**config.mk**
```make
export PLATFORM = sky130hd
export DESIGN_NAME = jump_sequencer
export DESIGN_NICKNAME = d
export VERILOG_FILES = /design/src/rtl/jump_sequencer.sv
export SDC_FILE = /design/constraint.sdc
export NUM_CORES = 1
export LEC_CHECK = 0
export ABC_AREA = 0
export ABC_CLOCK_PERIOD_IN_PS = 6550
export CAP_MARGIN = 20
export CORE_MARGIN = 2
export CORE_UTILIZATION = 56
export CTS_BUF_LIST = sky130_fd_sc_hd__clkbuf_16
export CTS_CLUSTER_SIZE = 40
export DETAILED_ROUTE_END_ITERATION = 8
export MAX_ROUTING_LAYER = met4
export PLACE_DENSITY_LB_ADDON = 0.25
export REMOVE_ABC_BUFFERS = 1
export SYNTH_ARGS = -nofsm -noshare
export SYNTH_HDL_FRONTEND = slang
export SYNTH_SLANG_ARGS = --single-unit
```
**constraint.sdc**
```tcl
create_clock -name clk -period 6.55 [get_ports clk]
set_input_delay 0.655 -clock clk [delete_from_list [all_inputs] [get_ports clk]]
set_output_delay 0.655 -clock clk [all_outputs]
set_load 0.02 [all_outputs]
```
**src/rtl/jump_sequencer.sv**
```systemverilog
// Conditional-jump sequencer: reads one or two register operands, evaluates a
// condition code and produces the next PC together with saturating statistics.
module jump_sequencer (
  input  logic        clk,
  input  logic        reset,
  input  logic        start,
  input  logic [3:0]  cond,
  input  logic [2:0]  rd_addr,
  input  logic [2:0]  rs_addr,
  input  logic [15:0] imm_n,
  input  logic [15:0] target,
  input  logic [15:0] pc,
  output logic        rf_re,
  output logic [2:0]  rf_addr,
  input  logic [15:0] rf_rdata,
  output logic        busy,
  output logic        done,
  output logic        pc_load,
  output logic [15:0] pc_next,
  output logic        taken,
  output logic [15:0] taken_cnt,
  output logic [15:0] total_cnt
);

  typedef enum logic [2:0] {
    S_IDLE, S_RD, S_WRD, S_RS, S_WRS, S_EVAL, S_DONE
  } state_t;

  state_t      state, state_nxt;
  logic [3:0]  cond_q;
  logic [2:0]  rd_addr_q, rs_addr_q;
  logic [15:0] imm_q, target_q, pc_q;
  logic [15:0] rd_val, rs_val;
  logic        taken_q;
  logic        taken_eval;

  // Register-compare codes (00xx) need the second operand.
  wire need_rs = (cond_q[3:2] == 2'b00);

  always_comb begin
    state_nxt = state;
    rf_re     = 1'b0;
    rf_addr   = 3'd0;
    case (state)
      S_IDLE: if (start) state_nxt = S_RD;
      S_RD: begin
        rf_re     = 1'b1;
        rf_addr   = rd_addr_q;
        state_nxt = S_WRD;
      end
      S_WRD:  state_nxt = need_rs ? S_RS : S_EVAL;
      S_RS: begin
        rf_re     = 1'b1;
        rf_addr   = rs_addr_q;
        state_nxt = S_WRS;
      end
      S_WRS:  state_nxt = S_EVAL;
      S_EVAL: state_nxt = S_DONE;
      S_DONE: state_nxt = S_IDLE;
      default: state_nxt = S_IDLE;
    endcase
  end

  always_comb begin
    taken_eval = 1'b0;
    case (cond_q)
      4'b0000: taken_eval = (rd_val >  rs_val);
      4'b0001: taken_eval = (rd_val <  rs_val);
      4'b0010: taken_eval = (rd_val == rs_val);
      4'b0011: taken_eval = (rd_val != rs_val);
      4'b0100: taken_eval = (rd_val == 16'd0);
      4'b0101: taken_eval = rd_val[15];
      4'b1000: taken_eval = (rd_val >  imm_q);
      4'b1001: taken_eval = (rd_val <  imm_q);
      4'b1010: taken_eval = (rd_val == imm_q);
      4'b1011: taken_eval = (rd_val != imm_q);
      default: taken_eval = 1'b0;
    endcase
  end

  always_ff @(posedge clk or posedge reset) begin
    if (reset) begin
      state     <= S_IDLE;
      cond_q    <= 4'd0;
      rd_addr_q <= 3'd0;
      rs_addr_q <= 3'd0;
      imm_q     <= 16'd0;
      target_q  <= 16'd0;
      pc_q      <= 16'd0;
      rd_val    <= 16'd0;
      rs_val    <= 16'd0;
      taken_q   <= 1'b0;
      pc_next   <= 16'd0;
      taken_cnt <= 16'd0;
      total_cnt <= 16'd0;
    end else begin
      state <= state_nxt;
      case (state)
        S_IDLE: if (start) begin
          cond_q    <= cond;
          rd_addr_q <= rd_addr;
          rs_addr_q <= rs_addr;
          imm_q     <= imm_n;
          target_q  <= target;
          pc_q      <= pc;
        end
        S_WRD: rd_val <= rf_rdata;
        S_WRS: rs_val <= rf_rdata;
        // Result and statistics land together on the edge entering DONE.
        S_EVAL: begin
          taken_q   <= taken_eval;
          pc_next   <= taken_eval ? target_q : pc_q + 16'd1;
          total_cnt <= (total_cnt == 16'hFFFF) ? total_cnt : total_cnt + 16'd1;
          if (taken_eval && taken_cnt != 16'hFFFF)
            taken_cnt <= taken_cnt + 16'd1;
        end
        S_DONE: taken_q <= 1'b0;
        default: ;
      endcase
    end
  end

  assign busy    = (state != S_IDLE);
  assign done    = (state == S_DONE);
  assign pc_load = done;
  assign taken   = taken_q;

endmodule
```
==> results_dict.tcl <==
set metrics [dict create \
    post_cts_buffers 0 \
    hold_path.class "flip-flop to flip-flop" \
    path_delay_family "simple AND/OR/NAND/NOR gates" \
    arrival_ps 3350 \
    grt_use_met1 0.324 \
    via_per_inst 5.42 \
    final_layout_size_suffix_gt1_frac 0.123 \
    slew_headroom 0.395 \
    synth_edf_count 0 \
    hold_violations 0 \
    worstSetupPathType "flip-flop to flip-flop" \
    wl_um 16000 \
    dr_total_vias 5150 \
    slew_viol_final 0 \
    cts.clk_slew.worst_paths_ps 60 \
    cts_resized 0 \
    grtUsageMet2 0.438 \
    fin_setup_tns_ps 0 \
    p_per_area_nw_per_um2 470 \
    crit_chain "ha_1 -> nand4_1 -> nor4_1 -> mux2i_1 -> xnor2_1 -> a32oi_1 -> o211ai_4 -> buf_4 -> and3_4 -> mux2_4" \
    antenna_cells 0 \
    dp_slack_ps 3530 \
    antenna_left 0 \
    synthFlopType "dfrtp_1" \
    cts_buffer_depth 2 \
    netlist_instances 637 \
    drt_iter0_markers 319 \
    use_met3 0.0601 \
    die_w_um 115 \
    worst_slew_pin_slew_ps 907 \
    worst-path-buf-inv 1 \
    drt_pass1_iterations 5 \
    busiest_layer "met2" \
    worst_slack_ps 3500 \
    max_freq_ghz 0.328 \
    fin_crit_sh 0.465 \
    synth_warnings 0 \
    track_usage 0.269 \
    cap_viol_max_count 0 \
    worstSetupStartpointType "flip-flop" \
    crit_fanout 33 \
    cp_slowest_cell "nor4_1" \
    die_area_um2 13300 \
    gp_congestion 0.895 \
    yosysSeqAreaShare 0.513 \
    final_common_cell "dfrtp_1" \
    area_growth_pct 29.3 \
    clock-sinks 142 \
    rows 40 \
    htree_levels 4 \
    clkLatencyLatePin_ps 420 \
    dp_hpwl_um 11300 \
    critPathRequiredTime_ps 6860 \
    cts_buffers 17 \
    status "finished clean" \
    post_drt_wl_per_cell_um 16.8 \
    period_minus_slack_ps 3050 \
    fp.dieH_um 115 \
    grt.overflow.total 0 \
    numPortBuffers 132 \
    ir_drop_uv 333 \
    root_buffer "clkbuf_16" \
    synthArstFlopShare 1.00 \
    grt_max_degree 77 \
    drc 0 \
    netlist-cell-type-count 44 \
    netlist_area_um2 6920 \
    rsz0062_at_grt "false" \
    grt_pass1_vias 5502 \
    nets 882 \
    cts_tree "done" \
    cts_hold_buf 0 \
    fillCellCount 849 \
    antenna_found_initial 0 \
    design.core.area_um2 12100 \
    place_area_um2 8410 \
    skew_ps 6.05 \
    final_cell_area_um2 8950 \
    final_util 0.742 \
    grt_pass1_wl_um 26600 \
    layout_common_cells "dfrtp_1 (142), clkdlybuf4s50_1 (132), nand2_1 (78)" \
    end_kind "flip-flop" \
    leakagePower_nw 3.89 \
    start_util 0.574 \
    setup_viol 0 \
    max_stage_delay_ps 430 \
    ys_seq_elements 142 \
    syn_avg_cell_area_um2 10.9 \
    ios 133 \
]
[cell families (layout without fill, tap and decap cells)]
group / after synthesis / count (layout) / synth area share
AND/OR/NAND/NOR: 191 / 191 / 0.136
flip-flops: 142 / 142 / 0.513
XOR/XNOR: 44 / 44 / 0.0557
multiplexers: 81 / 81 / 0.128
buffers and inverters: 63 / 209 / 0.0378
AO/OA/AOI/OAI: 81 / 81 / 0.0661
adder cells (fa/ha/maj): 35 / 35 / 0.0632
[registers in the layout (all words and copies together) (netlist names)]
| register | count |
|---|---|
| cond_q | 4 |
| pc_next | 16 |
| rs_val | 16 |
| taken | 1 |
| rd_addr_q | 3 |
| state | 3 |
| target_q | 16 |
| rd_val | 16 |
| rs_addr_q | 3 |
| taken_cnt | 16 |
| pc_q | 16 |
| total_cnt | 16 |
| imm_q | 16 |
[tightest hold or removal path, cell delays in order (launching register included)]
cell	delay [ps]
dfrtp_1	340
nand2_1	50
o21ai_1	60
[through the flow]
step	cells	hold WS (ps)	power [W]
6_report	951	480	0.00421
3_3_place_gp	919	470	0.00319
4_1_cts	951	487	0.00422
2_1_floorplan	613	479	0.00269
3_5_place_dp	919	474	0.00330
5_1_grt	951	511	0.00450
[cell type report]
cell class	count	area, µm²	share of cell area
inverter	39	151	0.0169
sequential	142	3550	0.397
timing repair buffer	138	1370	0.153
clock buffer	17	425	0.0475
multi-input combinational	432	3130	0.350
clock inverter	15	116	0.0130
tap	168	210	0.0235
[synth_stat cells (all sizes together), types with 5 or more instances]
master	number	area share
nand4	22	0.021
buf	10	0.0089
ha	35	0.063
inv	39	0.021
mux2	59	0.096
mux2i	22	0.032
clkbuf	14	0.0078
nand2	78	0.042
nor3	10	0.0080
nor4	9	0.0081
xor2	8	0.010
dfrtp	142	0.51
or3	5	0.0045
and3	15	0.014
nand3	20	0.014
xnor2	36	0.046
nor2	22	0.012
o21ai	49	0.035
a21oi	16	0.012
[per-layer routing]
| metal | up-vias | routed length, µm |
|---|---|---|
| met2 | 138 | 7950 |
| met3 | 27 | 777 |
| met1 | 2499 | 6860 |
| met4 | 0 | 420 |
| met5 | - | 0 |
| li1 | 2486 | - |
[final timing paths]
check / startpoint / endpoint / slack, ps / depth (start not counted)
min reg2reg: pc_next[6]$_DFFE_PP0P_ / pc_next[6]$_DFFE_PP0P_ / 480 / 2
max: rd_val[11]$_DFFE_PP0P_ / taken_cnt[1]$_DFFE_PP0P_ / 3500 / 10
max reg2reg: rd_val[11]$_DFFE_PP0P_ / taken_cnt[1]$_DFFE_PP0P_ / 3500 / 10
min: pc_next[6]$_DFFE_PP0P_ / pc_next[6]$_DFFE_PP0P_ / 480 / 2
max in group asynchronous: reset / taken_cnt[9]$_DFFE_PP0P_ / 4500 / 3
min in group asynchronous: reset / target_q[13]$_DFFE_PP0P_ / 720 / 2
[report_power, final]
| group | switching [W] | internal, W | leakage [nW] |
|---|---|---|---|
| clock | 0.000349 | 0.000544 | 0.286 |
| sequential | 0.000293 | 0.00124 | 1.77 |
| combinational | 0.000927 | 0.000855 | 1.84 |
No activity file was read; power rests on OpenSTA's default activity.
